## src/rtl/capture_pkg.sv

```systemverilog
// Shared types for the motor probe capture block: FSM states, trigger modes and timestamp width.
package capture_pkg;

   typedef enum logic [2:0] {
      ST_IDLE      = 3'd0,
      ST_PRE       = 3'd1,
      ST_WAIT_TRIG = 3'd2,
      ST_POST      = 3'd3,
      ST_DONE      = 3'd4,
      ST_READ      = 3'd5
   } state_e;

   localparam logic [1:0] TRIG_LEVEL  = 2'b00;
   localparam logic [1:0] TRIG_RISE   = 2'b01;
   localparam logic [1:0] TRIG_CHANGE = 2'b10;
   localparam logic [1:0] TRIG_FORCE  = 2'b11;

   localparam int TS_W = 16;

endpackage

```

## src/rtl/motor_probe_capture_if.sv

```systemverilog
// Readout stream of the probe capture buffer: valid/ready handshake with a last-word marker.
interface motor_probe_capture_if #(
   parameter int DW = 9
);
   logic          rd_valid_o;
   logic          rd_ready_i;
   logic [DW-1:0] rd_data_o;
   logic          rd_last_o;

   modport master (output rd_valid_o, output rd_data_o, output rd_last_o, input rd_ready_i);
   modport slave  (input rd_valid_o, input rd_data_o, input rd_last_o, output rd_ready_i);
endinterface

```

## src/rtl/capture_ram.sv

```systemverilog
// Simple dual-port sample buffer: one write port, one synchronous read port; contents are never reset.
module capture_ram #(
   parameter  int DEPTH = 256,
   parameter  int DW    = 9,
   localparam int AW    = $clog2(DEPTH)
) (
   input  logic          clk_i,
   input  logic          we_i,
   input  logic [AW-1:0] waddr_i,
   input  logic [DW-1:0] wdata_i,
   input  logic          re_i,
   input  logic [AW-1:0] raddr_i,
   output logic [DW-1:0] rdata_o
);
   logic [DW-1:0] mem [DEPTH];

   // rdata_o holds its value while re_i is low; the readout uses it as its prefetch slot.
   always_ff @(posedge clk_i) begin
      if (we_i) mem[waddr_i] <= wdata_i;
      if (re_i) rdata_o <= mem[raddr_i];
   end
endmodule

```

## src/rtl/motor_probe_capture.sv

```systemverilog
// Triggered logic-analyser capture of motor/driver probe lines with pre-trigger history and streamed readout.
// Optional feature: define CAPTURE_TIMESTAMP_EN to store a 16-bit strobe counter above each sample.
module motor_probe_capture
   import capture_pkg::*;
#(
   parameter int CH_W  = 9,
   parameter int DEPTH = 256
) (
   input  logic                     clk_i,
   input  logic                     rst_n_i,
   input  logic [CH_W-1:0]          probe_i,
   input  logic                     sample_en_i,
   input  logic                     arm_i,
   input  logic                     abort_i,
   input  logic [1:0]               trig_mode_i,
   input  logic [CH_W-1:0]          trig_mask_i,
   input  logic [CH_W-1:0]          trig_value_i,
   input  logic [$clog2(DEPTH)-1:0] pretrig_i,
   output logic [2:0]               state_o,
   output logic                     done_o,
   motor_probe_capture_if.master    rd
);
   localparam int AW = $clog2(DEPTH);
`ifdef CAPTURE_TIMESTAMP_EN
   localparam int DW = CH_W + TS_W;
   localparam logic [TS_W-1:0] TS_ONE = TS_W'(1);
`else
   localparam int DW = CH_W;
`endif
   localparam logic [AW-1:0] ONE    = AW'(1);
   localparam logic [AW:0]   CNT_ONE = (AW+1)'(1);

   state_e          state;
   logic [CH_W-1:0] sync_p0, sync_p1, prev_s;
   logic [1:0]      mode_q;
   logic [CH_W-1:0] mask_q, value_q;
   logic [AW-1:0]   pre_q, wr_ptr, post_left, rd_start, rd_addr;
   logic [AW:0]     rd_issued;
   logic            ram_vld, ram_last;
   logic [DW-1:0]   wr_data, ram_q;
   logic            arm_go, wr_en, match_now, match_prev, trig_hit;
   logic            fire, load, issue;
`ifdef CAPTURE_TIMESTAMP_EN
   logic [TS_W-1:0] ts;
   assign wr_data = {ts, sync_p1};
`else
   assign wr_data = sync_p1;
`endif

   assign state_o    = state;
   assign arm_go     = arm_i & ~abort_i & (state == ST_IDLE);
   assign wr_en      = sample_en_i & (state inside {ST_PRE, ST_WAIT_TRIG, ST_POST});
   assign match_now  = ((sync_p1 ^ value_q) & mask_q) == '0;
   assign match_prev = ((prev_s ^ value_q) & mask_q) == '0;

   always_comb begin
      case (mode_q)
         TRIG_LEVEL:  trig_hit = match_now;
         TRIG_RISE:   trig_hit = match_now & ~match_prev;
         TRIG_CHANGE: trig_hit = |((sync_p1 ^ prev_s) & mask_q);
         default:     trig_hit = 1'b1;
      endcase
   end

   // A new RAM read is issued whenever the prefetched word is absent or moves to the output this cycle.
   assign fire    = rd.rd_valid_o & rd.rd_ready_i;
   assign load    = ram_vld & (~rd.rd_valid_o | rd.rd_ready_i);
   assign issue   = (state inside {ST_DONE, ST_READ}) & ~rd_issued[AW] & (~ram_vld | load);
   assign rd_addr = rd_start + rd_issued[AW-1:0];

   capture_ram #(.DEPTH(DEPTH), .DW(DW)) u_ram (
      .clk_i   (clk_i),
      .we_i    (wr_en),
      .waddr_i (wr_ptr),
      .wdata_i (wr_data),
      .re_i    (issue),
      .raddr_i (rd_addr),
      .rdata_o (ram_q)
   );

   always_ff @(posedge clk_i or negedge rst_n_i) begin
      if (!rst_n_i) begin
         state          <= ST_IDLE;
         sync_p0        <= '0;
         sync_p1        <= '0;
         prev_s         <= '0;
         mode_q         <= TRIG_LEVEL;
         mask_q         <= '0;
         value_q        <= '0;
         pre_q          <= '0;
         wr_ptr         <= '0;
         post_left      <= '0;
         rd_start       <= '0;
         rd_issued      <= '0;
         ram_vld        <= 1'b0;
         ram_last       <= 1'b0;
         done_o         <= 1'b0;
         rd.rd_valid_o  <= 1'b0;
         rd.rd_last_o   <= 1'b0;
         rd.rd_data_o   <= '0;
`ifdef CAPTURE_TIMESTAMP_EN
         ts             <= '0;
`endif
      end else begin
         // Synchroniser stage boundary: probe_i -> sync_p0 -> sync_p1.
         sync_p0 <= probe_i;
         sync_p1 <= sync_p0;
         if (sample_en_i) prev_s <= sync_p1;
`ifdef CAPTURE_TIMESTAMP_EN
         if (arm_go) ts <= '0;
         else if (sample_en_i && state != ST_IDLE) ts <= ts + TS_ONE;
`endif
         if (abort_i) begin
            state         <= ST_IDLE;
            done_o        <= 1'b0;
            ram_vld       <= 1'b0;
            rd.rd_valid_o <= 1'b0;
            rd.rd_last_o  <= 1'b0;
         end else begin
            case (state)
               ST_IDLE: if (arm_go) begin
                  mode_q    <= trig_mode_i;
                  mask_q    <= trig_mask_i;
                  value_q   <= trig_value_i;
                  pre_q     <= pretrig_i;
                  wr_ptr    <= '0;
                  rd_issued <= '0;
                  state     <= (pretrig_i == '0) ? ST_WAIT_TRIG : ST_PRE;
               end
               ST_PRE: if (sample_en_i) begin
                  wr_ptr <= wr_ptr + ONE;
                  if (wr_ptr == pre_q - ONE) state <= ST_WAIT_TRIG;
               end
               ST_WAIT_TRIG: if (sample_en_i) begin
                  wr_ptr <= wr_ptr + ONE;
                  if (trig_hit) begin
                     rd_start  <= wr_ptr - pre_q;
                     post_left <= ~pre_q;   // DEPTH-1-pretrig in AW bits
                     if (pre_q == '1) begin
                        state  <= ST_DONE;
                        done_o <= 1'b1;
                     end else begin
                        state  <= ST_POST;
                     end
                  end
               end
               ST_POST: if (sample_en_i) begin
                  wr_ptr    <= wr_ptr + ONE;
                  post_left <= post_left - ONE;
                  if (post_left == ONE) begin
                     state  <= ST_DONE;
                     done_o <= 1'b1;
                  end
               end
               ST_DONE: state <= ST_READ;
               ST_READ: if (fire && rd.rd_last_o) begin
                  state  <= ST_IDLE;
                  done_o <= 1'b0;
               end
               default: state <= ST_IDLE;
            endcase

            if (issue) begin
               rd_issued <= rd_issued + CNT_ONE;
               ram_last  <= &rd_issued[AW-1:0];
            end
            if (issue)     ram_vld <= 1'b1;
            else if (load) ram_vld <= 1'b0;

            // Output stage boundary: prefetched RAM word -> rd_data_o.
            if (load) begin
               rd.rd_valid_o <= 1'b1;
               rd.rd_data_o  <= ram_q;
               rd.rd_last_o  <= ram_last;
            end else if (fire) begin
               rd.rd_valid_o <= 1'b0;
               rd.rd_last_o  <= 1'b0;
            end
         end
      end
   end
endmodule

```

## src/flat_wrapper.sv

```systemverilog
// flat-port wrapper written by rule: the top's interface ports become plain ports
module motor_probe_capture_flat import capture_pkg::*;
#(
   parameter int CH_W  = 9,
   parameter int DEPTH = 256
)
  (clk_i, rst_n_i, probe_i, sample_en_i, arm_i, abort_i, trig_mode_i, trig_mask_i, trig_value_i, pretrig_i, state_o, done_o, rd_rd_valid_o, rd_rd_data_o, rd_rd_last_o, rd_rd_ready_i);
  motor_probe_capture_if #(.DW((CH_W))) rd_i ();
  input  logic clk_i;
  input  logic rst_n_i;
  input  logic [CH_W-1:0] probe_i;
  input  logic sample_en_i;
  input  logic arm_i;
  input  logic abort_i;
  input  logic [1:0] trig_mode_i;
  input  logic [CH_W-1:0] trig_mask_i;
  input  logic [CH_W-1:0] trig_value_i;
  input  logic [$clog2(DEPTH)-1:0] pretrig_i;
  output logic [2:0] state_o;
  output logic done_o;
  output wire logic [$bits(rd_i.rd_valid_o)-1:0] rd_rd_valid_o;
  output wire logic [$bits(rd_i.rd_data_o)-1:0] rd_rd_data_o;
  output wire logic [$bits(rd_i.rd_last_o)-1:0] rd_rd_last_o;
  input wire logic [$bits(rd_i.rd_ready_i)-1:0] rd_rd_ready_i;
  assign rd_rd_valid_o = rd_i.rd_valid_o;
  assign rd_rd_data_o = rd_i.rd_data_o;
  assign rd_rd_last_o = rd_i.rd_last_o;
  assign rd_i.rd_ready_i = rd_rd_ready_i;
  motor_probe_capture #(.CH_W(CH_W), .DEPTH(DEPTH)) u_core (.clk_i(clk_i), .rst_n_i(rst_n_i), .probe_i(probe_i), .sample_en_i(sample_en_i), .arm_i(arm_i), .abort_i(abort_i), .trig_mode_i(trig_mode_i), .trig_mask_i(trig_mask_i), .trig_value_i(trig_value_i), .pretrig_i(pretrig_i), .state_o(state_o), .done_o(done_o), .rd(rd_i));
endmodule
```

## config.mk

```make
export PLATFORM = sky130hd
export DESIGN_NAME = motor_probe_capture_flat
export DESIGN_NICKNAME = d
export VERILOG_FILES = /design/src/rtl/capture_pkg.sv /design/src/rtl/motor_probe_capture_if.sv /design/src/rtl/capture_ram.sv /design/src/rtl/motor_probe_capture.sv /design/src/flat_wrapper.sv
export SDC_FILE = /design/constraint.sdc
export NUM_CORES = 2
export LEC_CHECK = 0
export BUFFER_PORTS_ARGS = -buffer_cell sky130_fd_sc_hd__clkbuf_2
export CAP_MARGIN = 10
export CORE_MARGIN = 4
export CORE_UTILIZATION = 31
export CTS_BUF_LIST = sky130_fd_sc_hd__clkbuf_16
export CTS_CLUSTER_SIZE = 25
export DETAILED_ROUTE_END_ITERATION = 8
export PLACE_DENSITY_LB_ADDON = 0.2
export SLEW_MARGIN = 15
export SYNTH_ARGS = -nofsm -noshare
export SYNTH_HDL_FRONTEND = slang
export SYNTH_SLANG_ARGS = --single-unit
```

## constraint.sdc

```tcl
create_clock -name clk_i -period 6.89 [get_ports clk_i]
set_input_delay 2.067 -clock clk_i [delete_from_list [all_inputs] [get_ports clk_i]]
set_output_delay 2.067 -clock clk_i [all_outputs]
set_load 0.01 [all_outputs]
```

==> summary.md <==
| Metric | Value |
|---|---|
| Vias in the first global route | about 48000 |
| Worst Path Required | 7460 ps |
| Syn Area/Cell | 20.44 um2 |
| Ratio of cells with drive above 1 in the final layout | 25.35% |
| Largest net degree at the start of global routing | 162 |
| Main flop type after synthesis | edfxtp_1 |
| Via/cell ratio | 5.137 |
| Die area | 0.3150 mm2 |
| Max Buffers Root-to-Sink | 4 |
| Detailed Route WL | 270100 um |
| Crit Path Class | reg2reg |
| H-tree lvl count | 5 |
| Hold_buf cts | 0 |
| Async SR Flop Fraction | between 4 and 5% |
| Cts bufs inserted | 273 |
| Wire per inst | 29.49 um |
| Status | completed |
| Worst relative slew slack | 16.43% |
| Synthesis warning total | 0 |
| Finished Cell Area | around 0.11 mm2 |
| Final period util | about 72% |
| HP Class | reg2reg |
| WP data arrival | 5530 ps |
| Worst Setup End Kind | register |
| Synth Register Bits | 2418 |
| Max Clk Rate | roughly 200 MHz |
| Antenna violation net count after detailed routing | 0 |
| Worst skew pair latency | around 840 ps |
| Placed Area | 0.1008 mm2 |
| IO Count | 58 |
| RePlAce Congestion | 0.8211 |
| Clk root buf | clkbuf_16 |
| Initial antenna violation count | 16 |
| Hold path start | u_core.sync_p0[4]$_DFF_PN0_ |
| Total GRT Usage | 16.76% |
| CTS tree | yes |
| Max Slew Vio Count | 0 |
| Commonest non-fill, non-tap cell in the layout | edfxtp_1 |
| EDFF count, synth | 2313 |
| Worst-path clk slew | about 60 ps |
| Maximum capacitance violations | 0 |
| Final hold violations | 0 |
| Worst-Margin Slew | 1254 ps |
| Sequential fraction of the synthesis area | between 70% and 80% |
| Post-Layout Cell Count | 9158 |
| Grt total ovfl | 0 |
| Syn_nets | 4710 |
| DR iter-0 viols | 5177 |
| Area grow syn2layout | 15.32% |
| Syn Std Cell Area | 0.09489 mm2 |
| Setup_tns | 0 ps |
| Most frequent cells in the layout | 2313 x edfxtp_1, 626 x mux4_2, 346 x nand2_1 |
| Post-CTS resize count | 0 |
| DRT Pass-1 Iters | 7 |
| Crit Path Max Fanout | between 80 and 90 |
| Library cells used by synthesis | 68 |
| RSZ-0062 raised after global routing | false |
| Final hold slack | 348.2 ps |
| Worst r2r src | u_core.rd_issued[0]$_DFFE_PN0P_ |
| Vias | 47040 |
| Post-CTS Setup Inserts | 0 |
| Max rail drop VDD | 337.9 uV |
| Core Area | ~0.3 mm2 |
| Startpoint types | register |
| Leakage | 0.03410 uW |
| Mapped Cells | ~4600 |
| Setup Viol. Count Final | 0 |
| Die W | 561.3 um |
| Hpwl dp | 165000 um |
| # placed instances | 8680 |
| Die height | 561.3 um |
| Min Tclk post-route | 4958 ps |
| Final Skew | 64.64 ps |
| Port bufs | 57 |
| First-pass GRT wire length | 380000 um |
| # nets final | between 4000 and 5000 |
| # clock sinks | 2418 |
| PwrDens | 390.2 mW/mm2 |
| Row count | between 200 and 250 |
| Initial Util | 31.23% |
| DRC Markers | 0 |
| Worst setup path start | u_core.rd_issued[0]$_DFFE_PN0P_ |
## registers in the layout, indices dropped and copies added, names as in the netlist, 3 cells and up
| signal | count |
|---|---|
| u_core.mask_q | 9 |
| u_core.post_left | 8 |
| u_core.pre_q | 8 |
| u_core.prev_s | 9 |
| u_core.rd.rd_data_o | 9 |
| u_core.rd_issued | 9 |
| u_core.rd_start | 8 |
| u_core.state_o | 3 |
| u_core.sync_p0 | 9 |
| u_core.sync_p1 | 9 |
| u_core.u_ram.mem | 2304 |
| u_core.u_ram.rdata_o | 9 |
| u_core.value_q | 9 |
| u_core.wr_ptr | 8 |
## per-stage QoR
step	setup WS (ps)	total power (uW)	util, %
4_1_cts	1909	43150	36.02
2_1_floorplan	1724	24440	-
6_report	1932	42700	36.02
3_5_place_dp	1476	29000	33.17
3_3_place_gp	1470	29010	33.17
5_1_grt	1728	44360	36.02
## synth_stat cells, drive strengths merged, types with 4 or more instances
cell | instances | area, um2
edfxtp | 2313 | 69460
mux4 | 626 | 14100
nand2 | 358 | 1344
nor2 | 309 | 1167
clkbuf | 140 | 525.5
buf | 116 | 645.6
dfrtp | 105 | 2628
a21oi | 81 | 405.4
mux2i | 79 | 790.8
nand3 | 59 | 295.3
o21ai | 58 | 294.0
xor2 | 46 | 402.9
a32oi | 35 | 306.5
o21a | 25 | 187.7
a22oi | 23 | 172.7
ha | 23 | 287.8
mux2 | 21 | 236.5
nand4 | 20 | 125.1
inv | 19 | 71.32
a31oi | 18 | 112.6
a221oi | 17 | 148.9
a32o | 15 | 150.1
xnor2 | 13 | 113.9
nor2b | 12 | 75.07
nor3 | 11 | 60.06
and3 | 10 | 62.56
nand2b | 9 | 56.30
nor4 | 8 | 50.05
a22o | 6 | 52.55
and2 | 5 | 31.28
or2 | 5 | 31.28
or3 | 5 | 31.28
nor3b | 4 | 30.03
o22ai | 4 | 25.02
o311ai | 4 | 52.56
o31ai | 4 | 30.03
## cell type report
| cell class | count | area (um2) |
|---|---|---|
| antenna | 1 | 2.502 |
| clock buffer | 282 | 7057 |
| clock inverter | 195 | 1578 |
| fill | 28060 | 194400 |
| inverter | 19 | 71.32 |
| multi-input combinational | 1949 | 21780 |
| sequential | 2418 | 72120 |
| tap | 4080 | 5105 |
| timing repair buffer | 214 | 1717 |
## kinds of logic (layout without fill, tap and decap cells)
group	count (synthesis)	after routing	synth area share [%]
fa+ha+maj	25	25	0.3455
xor+xnor	59	59	0.5446
mux	726	726	15.94
buf+inv	275	710	1.309
compound gates	315	315	2.275
other cells	0	1	0
simple gates	824	824	3.617
flops	2418	2418	75.97
## routing by layer
layer | part of all wire (%) | GRT usage (%) | vias to the layer above
met5 | 0.0074 | 0 | -
met4 | 3.0 | 4.622 | 4
met3 | 6.7 | 3.293 | 383
met2 | 48 | 26.92 | 1719
met1 | 43 | 23.27 | 25380
li1 | - | - | 19550
## power by group
group	internal, uW	switching [uW]	leakage (uW)
combinational	4920	7070	0.00755
clock	8290	5840	0.00444
sequential	16300	267	0.0221
## final timing paths
kind | to | slack (ps) | cells after the start
max | u_core.u_ram.rdata_o[6]$_DFFE_PP_ | 1930 | 12
min | u_core.sync_p1[4]$_DFF_PN0_ | 350 | 0
max reg2reg | u_core.u_ram.rdata_o[6]$_DFFE_PP_ | 1930 | 12
max in group asynchronous | u_core.sync_p1[5]$_DFF_PN0_ | 4320 | 2
min reg2reg | u_core.sync_p1[4]$_DFF_PN0_ | 350 | 0
min in group asynchronous | u_core.rd.rd_data_o[3]$_DFFE_PN0P_ | 1310 | 1
## worst max-delay path: stages (launching register included)
cell,delay (ps)
dfrtp_1,450
ha_4,200
fa_4,490
and3_1,260
or3_1,520
nand2_4,300
buf_12,520
buf_4,300
nor3_1,70
or3_1,450
o221ai_1,400
nor3_1,100
or4_1,520
No activity file was read; power rests on OpenSTA's default activity.
